## src/rtl/pe_cell_pkg.sv

```systemverilog
// Shared definitions for the PE cell sequencer: FSM encoding, reuse-field layout and
// accumulate-mode constants, plus small field-decode helpers.
package pe_cell_pkg;

    typedef enum logic [2:0] {
        ST_IDLE  = 3'd0,
        ST_LOAD  = 3'd1,
        ST_RUN   = 3'd2,
        ST_DRAIN = 3'd3,
        ST_FIN   = 3'd4
    } pe_state_t;

    localparam int REUSE_PASS_HI = 7;
    localparam int REUSE_PASS_LO = 3;
    localparam int REUSE_OUT_EN  = 2;
    localparam int REUSE_MODE_HI = 1;
    localparam int REUSE_MODE_LO = 0;

    localparam logic [1:0] MODE_FIRST = 2'b00;
    localparam logic [1:0] MODE_EVERY = 2'b01;

    // A programmed pass count of zero still runs one pass.
    function automatic logic [4:0] pass_count(input logic [7:0] reuse);
        logic [4:0] p;
        p = reuse[REUSE_PASS_HI:REUSE_PASS_LO];
        return (p == 5'd0) ? 5'd1 : p;
    endfunction

    // Reserved modes 2'b1x fall back to clear-on-first-pass.
    function automatic logic [1:0] eff_mode(input logic [1:0] mode);
        return mode[1] ? MODE_FIRST : mode;
    endfunction

endpackage

```

## src/rtl/pe_cell_cyc_cnt.sv

```systemverilog
// Loadable, clearable MAC-cycle counter with a full-width terminal-count compare.
module pe_cell_cyc_cnt #(
    parameter int WID_CYC = 32
) (
    input  logic               clk,
    input  logic               rst_n,
    input  logic               clr,
    input  logic               load,
    input  logic [WID_CYC-1:0] load_val,
    input  logic               inc,
    input  logic [WID_CYC-1:0] term,
    output logic [WID_CYC-1:0] cnt,
    output logic               tc
);

    always_ff @(posedge clk or negedge rst_n) begin
        if (!rst_n) begin
            cnt <= '0;
        end else if (clr) begin
            cnt <= '0;
        end else if (load) begin
            cnt <= load_val;
        end else if (inc) begin
            cnt <= cnt + WID_CYC'(1);
        end
    end

    // Exact compare against N-1, so the largest count never needs to wrap.
    assign tc = (cnt == term);

endmodule

```

## src/rtl/pe_cell_seq_ctrl.sv

```systemverilog
// Pass sequencer for a PE row: LOAD -> RUN(N) -> DRAIN per pass, FIN after the last pass.
// Every output comes straight from a flop; next values are derived from the next state.
module pe_cell_seq_ctrl
    import pe_cell_pkg::*;
#(
    parameter int WID_CYC   = 32,
    parameter int DRAIN_LAT = 2,
    parameter int DLY       = 1
) (
    input  logic               clk,
    input  logic               rst_n,
    input  logic               start,
    input  logic               abort,
    input  logic [WID_CYC-1:0] reg_set_cycle,
    input  logic [7:0]         reg_reuse,
    input  logic               alarm_clr,
    output logic               busy,
    output logic               load_en,
    output logic               mac_en,
    output logic               acc_clr,
    output logic               acc_vld,
    output logic               done,
    output logic [4:0]         pass_idx,
    output logic [WID_CYC-1:0] cycle_cnt,
    output logic [7:0]         alarm
);

    if (DRAIN_LAT < 1 || DRAIN_LAT > 15 || DLY < 0) begin : g_param_chk
        $error("pe_cell_seq_ctrl: DRAIN_LAT must be 1..15 and DLY non-negative");
    end

    localparam logic [3:0] DRAIN_TERM = 4'(DRAIN_LAT - 1);

    pe_state_t          state, state_nxt;
    logic [WID_CYC-1:0] set_cycle_sh;
    logic [7:0]         reuse_sh;
    logic [3:0]         drain_cnt, drain_nxt;
    logic [4:0]         pass_nxt;
    logic [3:0]         alarm_r, alarm_set;
    logic [1:0]         mode_nxt;
    logic               start_ok, run_tc, drain_last, last_pass;
    logic               cnt_clr, cnt_ld, cnt_inc;
    logic               acc_clr_nxt, acc_vld_nxt;

    assign start_ok   = (state == ST_IDLE) && start && (reg_set_cycle != '0);
    assign drain_last = (drain_cnt == DRAIN_TERM);
    assign last_pass  = (pass_idx == pass_count(reuse_sh) - 5'd1);

    always_comb begin
        state_nxt = state;
        alarm_set = '0;
        case (state)
            ST_IDLE: begin
                if (start) begin
                    if (reg_set_cycle != '0) begin
                        state_nxt    = ST_LOAD;
                        alarm_set[3] = reg_reuse[REUSE_MODE_HI];
                    end else begin
                        alarm_set[0] = 1'b1;
                    end
                end
            end
            ST_LOAD:  state_nxt = ST_RUN;
            ST_RUN:   if (run_tc) state_nxt = ST_DRAIN;
            ST_DRAIN: if (drain_last) state_nxt = last_pass ? ST_FIN : ST_LOAD;
            ST_FIN:   state_nxt = ST_IDLE;
            default:  state_nxt = ST_IDLE;
        endcase
        // Abort and late starts only matter once a run is in flight.
        if (state != ST_IDLE) begin
            if (abort) begin
                state_nxt    = ST_IDLE;
                alarm_set[1] = 1'b1;
            end
            if (start) begin
                alarm_set[2] = 1'b1;
            end
        end
    end

    always_comb begin
        pass_nxt  = pass_idx;
        drain_nxt = '0;
        if (state_nxt == ST_IDLE) begin
            pass_nxt = '0;
        end else if (state == ST_DRAIN && state_nxt == ST_LOAD) begin
            pass_nxt = pass_idx + 5'd1;
        end
        if (state == ST_DRAIN && state_nxt == ST_DRAIN) begin
            drain_nxt = drain_cnt + 4'd1;
        end
        // The first LOAD is decided before the shadow copy exists.
        mode_nxt    = start_ok ? eff_mode(reg_reuse[REUSE_MODE_HI:REUSE_MODE_LO])
                               : eff_mode(reuse_sh[REUSE_MODE_HI:REUSE_MODE_LO]);
        acc_clr_nxt = (state_nxt == ST_LOAD) &&
                      ((mode_nxt == MODE_EVERY) || (pass_nxt == 5'd0));
        acc_vld_nxt = (state_nxt == ST_DRAIN) && (drain_nxt == DRAIN_TERM) &&
                      (reuse_sh[REUSE_OUT_EN] || last_pass);
        cnt_ld      = (state == ST_LOAD) && (state_nxt == ST_RUN);
        cnt_inc     = (state == ST_RUN) && (state_nxt == ST_RUN);
        cnt_clr     = !(cnt_ld || cnt_inc);
    end

    always_ff @(posedge clk or negedge rst_n) begin
        if (!rst_n) begin
            state <= ST_IDLE;
        end else begin
            state <= state_nxt;
        end
    end

    always_ff @(posedge clk or negedge rst_n) begin
        if (!rst_n) begin
            set_cycle_sh <= '0;
            reuse_sh     <= '0;
            pass_idx     <= '0;
            drain_cnt    <= '0;
            busy         <= 1'b0;
            load_en      <= 1'b0;
            mac_en       <= 1'b0;
            acc_clr      <= 1'b0;
            acc_vld      <= 1'b0;
            done         <= 1'b0;
            alarm_r      <= '0;
        end else begin
            if (start_ok) begin
                set_cycle_sh <= reg_set_cycle;
                reuse_sh     <= reg_reuse;
            end
            pass_idx  <= pass_nxt;
            drain_cnt <= drain_nxt;
            busy      <= (state_nxt != ST_IDLE);
            load_en   <= (state_nxt == ST_LOAD);
            mac_en    <= (state_nxt == ST_RUN);
            acc_clr   <= acc_clr_nxt;
            acc_vld   <= acc_vld_nxt;
            done      <= (state_nxt == ST_FIN);
            // A set event in the same cycle as a clear survives.
            alarm_r   <= (alarm_clr ? 4'd0 : alarm_r) | alarm_set;
        end
    end

    assign alarm = {4'b0000, alarm_r};

    pe_cell_cyc_cnt #(
        .WID_CYC (WID_CYC)
    ) u_cyc_cnt (
        .clk      (clk),
        .rst_n    (rst_n),
        .clr      (cnt_clr),
        .load     (cnt_ld),
        .load_val ('0),
        .inc      (cnt_inc),
        .term     (set_cycle_sh - WID_CYC'(1)),
        .cnt      (cycle_cnt),
        .tc       (run_tc)
    );

endmodule

```

## config.mk

```make
export PLATFORM = sky130hd
export DESIGN_NAME = pe_cell_seq_ctrl
export DESIGN_NICKNAME = d
export VERILOG_FILES = /design/src/rtl/pe_cell_pkg.sv /design/src/rtl/pe_cell_cyc_cnt.sv /design/src/rtl/pe_cell_seq_ctrl.sv
export SDC_FILE = /design/constraint.sdc
export NUM_CORES = 1
export LEC_CHECK = 0
export CAP_MARGIN = 15
export CORE_MARGIN = 2
export CORE_UTILIZATION = 54
export DETAILED_ROUTE_END_ITERATION = 16
export HOLD_SLACK_MARGIN = 0.08
export PLACE_DENSITY = 0.83
export REMOVE_ABC_BUFFERS = 1
export SETUP_SLACK_MARGIN = 0.2
export SLEW_MARGIN = 40
export SYNTH_ARGS = -nofsm -noshare
export SYNTH_HDL_FRONTEND = slang
export SYNTH_SLANG_ARGS = --single-unit
export TNS_END_PERCENT = 30
```

## constraint.sdc

```tcl
create_clock -name clk -period 3.8 [get_ports clk]
set_clock_uncertainty 0.1 [all_clocks]
set_input_delay 1.14 -clock clk [delete_from_list [all_inputs] [get_ports clk]]
set_output_delay 1.14 -clock clk [all_outputs]
set_load 0.05 [all_outputs]
```

; Word-level counts from Yosys, hierarchy flattened
; Cells that the tools add are included.
[totals]
ff_bits = 94
latchBits = 0
ram_bits = 0
romBits = 0
in_bits = 45
output_inout_bits = 51
word_cells = 79
memories = 0
[classes]
addsub = 5
mul = 0
div = 0
magnitude_cmp = 0
eq_ne = 13
n_shift = 0
muxes = 28
bitwise_logic = 1
n_reduce_logical = 19
[ops]
columns = operator, n
row1 = $mux 32, 3
row2 = $add 32x1->32 const B, 1
row3 = $eq 32x32->1, 1
row4 = $reduce_bool 32->1, 1
row5 = $sub 32x1->32 const B, 1
row6 = $mux 3, 7
row7 = $mux 5, 3
row8 = $eq 3x2->1 const B, 4
row9 = $pmux 3 s4, 1
row10 = $mux 1, 11
row11 = $logic_not 5->1, 2
row12 = $logic_and 1x1->1, 9
row13 = $eq 4x1->1 const B, 2
row14 = $mux 4, 2
row15 = $eq 3x1->1 const B, 2
row16 = $logic_not 3->1, 2
row17 = $reduce_bool 3->1, 2
row18 = $add 5x1->5 const B, 1
row19 = $eq 5x5->1, 1
row20 = $sub 5x1->5 const B, 1
row21 = $add 4x1->4 const B, 1
row22 = $or 4x4->4, 1
row23 = $eq 3x3->1 const B, 1
row24 = $logic_or 1x1->1, 3
row25 = 3 further kinds, 3

; Logic depth before layout (Yosys ltp)
; Gate-level depths: netlist of the first run.
[logic_depth]
word_depth = 16
ltp_mapped = 11
ltp_nobuf = 10

; Hierarchy
; From an unflattened synthesis of the first run, not the netlist that was laid out.
[unflattened]
cells_unflattened = 594
hier_area_um2 = 5745.5
[by_module_without_submodules]
columns = module, instances, cells_each, area_each_um2, seq_area_each_um2
row1 = pe_cell_seq_ctrl, 1, 321, 3394.5, 1551.5
row2 = pe_cell_cyc_cnt, 1, 273, 2351.0, 800.8

; Least setup slack after synthesis of the first run
; OpenSTA, ideal clock, no wires.
[synth_timing]
kind = in2reg
start = input port abort
end = register u_cyc_cnt.cnt[23]
setup_time_ns = 0.145
t_arrival_ns = 3.404
required_ns = 3.555
slack_ns = 0.152
cell_stages = 10
path_buffers = 2
path_cell_list = or4b_1 > buf_2 > or3_1 > nor4_2 > and3_1 > and4_1 > nand4_1 > o41ai_4 > buf_6 > nor3_2
[synth_between]
elab_chain_len = 6
elab_cells_between_ends = 9
classes_between = eq/ne: 2 / mux: 4 / reduce/logical: 3
[synth_lines]
columns = element, line
row1 = "start, declared", pe_cell_seq_ctrl.sv:13  ; input logic abort,
row2 = $mux 3 *, pe_cell_seq_ctrl.sv:71  ; if (abort) begin
row3 = $mux 3 *, pe_cell_seq_ctrl.sv:70  ; if (state != ST_IDLE) begin
row4 = $eq 3x2->1 *, "pe_cell_seq_ctrl.sv:99, pe_cell_seq_ctrl.sv:100"
row5 = $logic_and 1x1->1 (on tied branches), "pe_cell_seq_ctrl.sv:99, pe_cell_seq_ctrl.sv:100"
row6 = $logic_or 1x1->1 / $mux 32 (equally long branches), "pe_cell_seq_ctrl.sv:101, pe_cell_cyc_cnt.sv:21"
row7 = $ne 3x3->1 (no source line) / $mux 32 (equally long branches), n/a
row8 = "end signal, assigned", pe_cell_cyc_cnt.sv:22  ; cnt <= load_val;
row9 = "end signal, assigned", pe_cell_cyc_cnt.sv:24  ; cnt <= cnt + WID_CYC'(1);
row10 = "end, declared", pe_cell_cyc_cnt.sv:12  ; output logic [WID_CYC-1:0] cnt,
; Every way passes the cells marked *; elsewhere a longest branch is shown, timed or not.
; A chain may end at the register's enable or synchronous reset.

; Worst setup path in the final report of the first run
[layout_timing]
start = input port abort
end = register u_cyc_cnt.cnt[24]
; Same word-level chain as after synthesis.

==> report_table.html, run 1 <==
<table>
<tr><th>Metric</th><th>Value</th></tr>
<tr><th colspan="2">Outcome</th></tr>
<tr><td>Result of the run</td><td>complete, no violations</td></tr>
<tr><th colspan="2">Clock network</th></tr>
<tr><td>Maximum number of buffers from clock root to sink</td><td>2</td></tr>
<tr><td>TritonCTS clock tree</td><td>yes</td></tr>
<tr><td>Clock transition at the registers of the reported paths</td><td>0.11 ns</td></tr>
<tr><td>Cts bufs inserted</td><td>9</td></tr>
<tr><td>Hold buffer count at CTS</td><td>0</td></tr>
<tr><td>Number of levels in the clock H-tree</td><td>3</td></tr>
<tr><td>Clock Latency Late Sink</td><td>0.38 ns</td></tr>
<tr><td>Sink count of the clock tree</td><td>94</td></tr>
<tr><td>Buffer cell driving the clock tree root</td><td>sky130_fd_sc_hd__clkbuf_8</td></tr>
<tr><th colspan="2">Place</th></tr>
<tr><td>Place WS</td><td>-0.381 ns</td></tr>
<tr><td>Final estimated routing congestion in global placement</td><td>0.864</td></tr>
<tr><td>HPWL after detailed placement</td><td>10400 um</td></tr>
<tr><td>Total of buffers placed on input and output ports</td><td>91</td></tr>
<tr><th colspan="2">Die</th></tr>
<tr><td>Die Footprint</td><td>0.0114 mm^2</td></tr>
<tr><td>Standard cell core area</td><td>0.0103 mm^2</td></tr>
<tr><td>Number of rows created at floorplan</td><td>37</td></tr>
<tr><td>Die extent in x</td><td>107 um</td></tr>
<tr><td>Die Height</td><td>107 um</td></tr>
<tr><td>I/O Pins</td><td>96</td></tr>
<tr><td>Starting Density</td><td>55.2%</td></tr>
<tr><th colspan="2">Critical path</th></tr>
<tr><td>Kind of cell adding the most delay to the critical path</td><td>simple AND/OR/NAND/NOR gates</td></tr>
<tr><td>Type of the worst setup path</td><td>input port to register</td></tr>
<tr><td>Critical path's largest stage delay</td><td>0.54 ns</td></tr>
<tr><td>Startpoint type of the worst setup path</td><td>input port</td></tr>
<tr><td>Worst reg2reg path depth</td><td>10</td></tr>
<tr><td>Endpoint of the most critical register-to-register path</td><td>u_cyc_cnt.cnt[24]</td></tr>
<tr><td>Reg-to-reg setup timing slack</td><td>0.38 ns</td></tr>
<tr><td>Critical path data arrival time</td><td>3.71 ns</td></tr>
<tr><td>Cells along the critical path</td><td>clkdlybuf4s15_1, or4b_4, or3_4, nor4_2, and3_1, and4_1, nand4_1, o41ai_4, buf_4, bufbuf_16, nor3_2</td></tr>
<tr><td>Sort of element at the end of the critical path</td><td>register</td></tr>
<tr><td>Buf/Inv on CP</td><td>3</td></tr>
<tr><td>Peak fanout along the critical path</td><td>5</td></tr>
<tr><td>Required time of the worst setup path</td><td>3.95 ns</td></tr>
<tr><td>Critical path's slowest cell</td><td>sky130_fd_sc_hd__or4b_4</td></tr>
<tr><td>Critical path startpoint</td><td>abort</td></tr>
<tr><td>Reg2reg start</td><td>set_cycle_sh[2]</td></tr>
<tr><th colspan="2">Finish</th></tr>
<tr><td>Fraction of layout cells with a size suffix above 1</td><td>18.6%</td></tr>
<tr><td>Number of antenna repair diodes</td><td>0</td></tr>
<tr><td>Number of nets at the end of the flow</td><td>698</td></tr>
<tr><td>Multi-input gate area</td><td>0.00313 mm^2</td></tr>
<tr><td>Layout overhead on the synthesized area</td><td>23.9%</td></tr>
<tr><td>Register area</td><td>0.00235 mm^2</td></tr>
<tr><td>Fill cell instance count of the final layout</td><td>804</td></tr>
<tr><th colspan="2">Timing</th></tr>
<tr><td>Worst Setup Slack, final</td><td>0.234 ns</td></tr>
<tr><td>Fin. Hold Viols</td><td>0</td></tr>
<tr><td>Setup repair after global routing missed its margin</td><td>yes</td></tr>
<tr><td>Final critical-path share of the clock period</td><td>93.8%</td></tr>
<tr><td>Worst rel slew slack</td><td>59.9%</td></tr>
<tr><td>Measured slew at the worst slew-check pin</td><td>0.596 ns</td></tr>
<tr><td>Total count of max-transition violations in the final report</td><td>0</td></tr>
<tr><td>Final setup violating endpoints</td><td>0</td></tr>
<tr><td>Crit path time final</td><td>3.57 ns</td></tr>
<tr><td>Final Hold Slack</td><td>0.410 ns</td></tr>
<tr><td>Peak Freq</td><td>280 MHz</td></tr>
<tr><th colspan="2">Synthesis</th></tr>
<tr><td>Yosys Warn Count</td><td>0</td></tr>
<tr><td>Fraction of synthesized cell area in xor and xnor cells</td><td>13.0%</td></tr>
<tr><td>Cell variety after synth</td><td>58</td></tr>
<tr><td>Share of flip-flops with an asynchronous set or reset</td><td>100%</td></tr>
<tr><td>Number of enable flip-flop cells after synthesis</td><td>0</td></tr>
<tr><td>Multiplexer area fraction after synthesis</td><td>8.79%</td></tr>
<tr><td>Cell area after synthesis</td><td>0.00568 mm^2</td></tr>
<tr><td>Largest family of logic cells by synthesized area</td><td>simple AND/OR/NAND/NOR gates</td></tr>
<tr><td>Post-Synth Simple-Gate Area</td><td>24.6%</td></tr>
<tr><td>Compound-Gate Fraction of Synth Area</td><td>6.57%</td></tr>
<tr><td>Cell count after synthesis</td><td>553</td></tr>
<tr><td>Sequential-to-total area share from yosys stat</td><td>41.4%</td></tr>
<tr><td>Top FF cell, synth</td><td>sky130_fd_sc_hd__dfrtp_1</td></tr>
<tr><td>Average instance area after synthesis</td><td>10.3 um^2</td></tr>
<tr><td>Flops &amp; latches, synth</td><td>94</td></tr>
<tr><td>Adder-cell share of the synthesized area</td><td>1.32%</td></tr>
<tr><th colspan="2">Drt</th></tr>
<tr><td>Length of the first detailed-routing pass in iterations</td><td>5</td></tr>
<tr><td>Final antenna-violating net count</td><td>0</td></tr>
<tr><td>Drt total wl</td><td>14300 um</td></tr>
<tr><td>Total number of vias</td><td>4650</td></tr>
<tr><td>Per-cell via count in the routed design</td><td>5.90</td></tr>
<tr><td>Post-DR wirelength/cell</td><td>18.2 um</td></tr>
<tr><td>Initial drt markers</td><td>260</td></tr>
<tr><td>Number of design rule violations left after detail routing</td><td>0</td></tr>
<tr><th colspan="2">Power and ir drop</th></tr>
<tr><td>Pwr Density</td><td>408 mW/mm^2</td></tr>
<tr><td>Static leakage</td><td>2.68 nW</td></tr>
<tr><td>VDD IR-drop max</td><td>0.000243 V</td></tr>
<tr><th colspan="2">Min path</th></tr>
<tr><td>Worst hold path depth</td><td>2</td></tr>
<tr><td>Min-Delay Path Class</td><td>register to register</td></tr>
<tr><td>Terminating pin of the worst hold path</td><td>reuse_sh[1]</td></tr>
<tr><td>Start point of the worst min-delay path</td><td>reuse_sh[1]</td></tr>
<tr><th colspan="2">Global route</th></tr>
<tr><td>GRT Util Overall</td><td>26.3%</td></tr>
<tr><td>Initial antenna violation count</td><td>0</td></tr>
<tr><td>Wire length of the first global-routing pass</td><td>23300 um</td></tr>
<tr><td>Maximum number of pins on one net before global-route repair</td><td>49</td></tr>
<tr><td>Remaining global-route overflow</td><td>0</td></tr>
<tr><td>Via count of the first global-routing pass</td><td>4656</td></tr>
<tr><th colspan="2">Flow run</th></tr>
<tr><td>Max Cap Viol</td><td>0</td></tr>
</table>
## per-stage QoR
| step | instances | area, um^2 | total power, mW | utilization, % | TNS [ns] |
|---|---|---|---|---|---|
| floorplan | 527 | 5530 | 1.89 | - | -73.25 |
| global placement | 766 | 6730 | 2.14 | 65.5 | -7.66 |
| detailed placement | 766 | 6730 | 2.18 | 65.5 | -10.62 |
| CTS | 788 | 7010 | 2.86 | 68.2 | 0 |
| global route | 788 | 7040 | 3.02 | 68.5 | 0 |
| finish | 788 | 7040 | 2.87 | 68.5 | 0 |
## synth_stat cells (all sizes together), types with 2 or more instances
cell     count  share of area (%)
a2111oi      3               0.57
o311ai       2               0.31
mux2i        6                1.1
xnor2       46                7.1
nor3        47                6.7
o21bai       2               0.26
nor4        24                3.5
o221ai       2               0.31
and4         4               0.62
o21ai        5               0.44
nand2       28                1.9
and3b        2               0.31
or4b         2               0.35
or4          3               0.40
dfrtp       94                 41
mux2        39                7.7
o22ai        5               0.55
a21oi       10               0.88
nand2b       6               0.66
nand3b       3               0.40
and3        10                1.1
clkbuf      13               0.86
o2111a       2               0.40
nor2b        5               0.55
a211oi       2               0.26
inv         22                1.5
nor3b        3               0.40
nand4       14                1.5
nand3       21                1.9
buf         16                2.0
ha           6                1.3
nor2        37                2.5
xor2        38                5.9
a31oi        5               0.55
or3          7               0.77
and2         4               0.44
o211ai       4               0.53
## cells by family after synthesis
| family | Yosys count |
|---|---|
| xor+xnor | 84 |
| buf+inv | 51 |
| simple gates | 222 |
| flops | 94 |
| other cells | 1 |
| compound gates | 50 |
| mux | 45 |
| fa+ha+maj | 6 |
## repair_timing
item                                    CTS  global route
hold endpoints to repair                  0             0
cloned                                    3             0
pin swaps                                 3             6
endpoints found under the setup margin   35            42
setup buffers                             3             0
resized for setup                         4             6
## area by class of cell
cell class | count | share of cell area (%)
multi-input combinational | 411 | 44.5
sequential | 94 | 33.4
inverter | 22 | 1.17
tap | 136 | 2.42
clock buffer | 9 | 1.76
timing repair buffer | 109 | 15.9
clock inverter | 7 | 0.889
## layout by cell type, fill, tap and decap left out, drive strengths merged, types with 5 or more instances in the layout
cell type      synthesis  layout
and3                  10      10
a21oi                 10      10
nor2                  37      37
nand2                 28      28
o21ai                  5       5
nor4                  24      24
dfrtp                 94      94
ha                     6       6
clkbuf                13       9
or3                    7       7
nor3                  47      47
nor2b                  5       5
mux2                  39      39
mux2i                  6       6
a31oi                  5       5
nand2b                 6       6
nand4                 14      14
xnor2                 46      46
inv                   22      27
o22ai                  5       5
xor2                  38      38
nand3                 21      21
clkdlybuf4s50          0      89
buf                   16      18
## power by group
part / switching, mW / internal [mW]
registers: 0.230 / 1.14
logic: 0.430 / 0.425
clock network: 0.401 / 0.253
total: 1.06 / 1.81
## worst max path at each step
stage | endpoint | slack, ns | cells past startpoint
6_report | u_cyc_cnt.cnt[24] | 0.23 | 11
3_3_place_gp | acc_clr | -0.28 | 10
3_5_place_dp | acc_clr | -0.38 | 10
2_1_floorplan | acc_clr | -1.58 | 8
4_1_cts | u_cyc_cnt.cnt[19] | 0.21 | 11
5_1_grt | u_cyc_cnt.cnt[16] | 0.17 | 13
## tightest hold or removal path: cells and delay by family, from the launching register on
family / cells / cell delay, ns
AOI/OAI and AO/OA: 1 / 0.06
DFF: 1 / 0.37
and+or+nand+nor: 1 / 0.05
## routing by layer
metal | GRT usage, % | wire, um | vias up
met5 | 0 | 0 | -
met4 | 6.96 | 208 | 0
met3 | 5.27 | 816 | 21
met2 | 44.2 | 7230 | 158
met1 | 34.9 | 6070 | 2311
li1 | - | - | 2160
## sequential cells by signal, summed over array words and instances, names as in the netlist, 3 cells and up
register / count
set_cycle_sh: 32
reuse_sh: 8
pass_idx: 5
state: 3
alarm_r: 4
drain_cnt: 4
u_cyc_cnt.cnt: 32
No activity file was read; power rests on OpenSTA's default activity.
==> inputs of run 2 (changes only) <==
Settings changed: HOLD_SLACK_MARGIN 0.08 to 0.12.
==> results of run 2 <==
Final layout, timing and power as in run 1 (identical DEF).
==> inputs of run 3 (changes only) <==
Settings changed: CTS_BUF_LIST set to sky130_fd_sc_hd__clkbuf_8 sky130_fd_sc_hd__clkbuf_16.
==> results of run 3 <==
Final layout, timing and power as in run 1 (identical DEF).
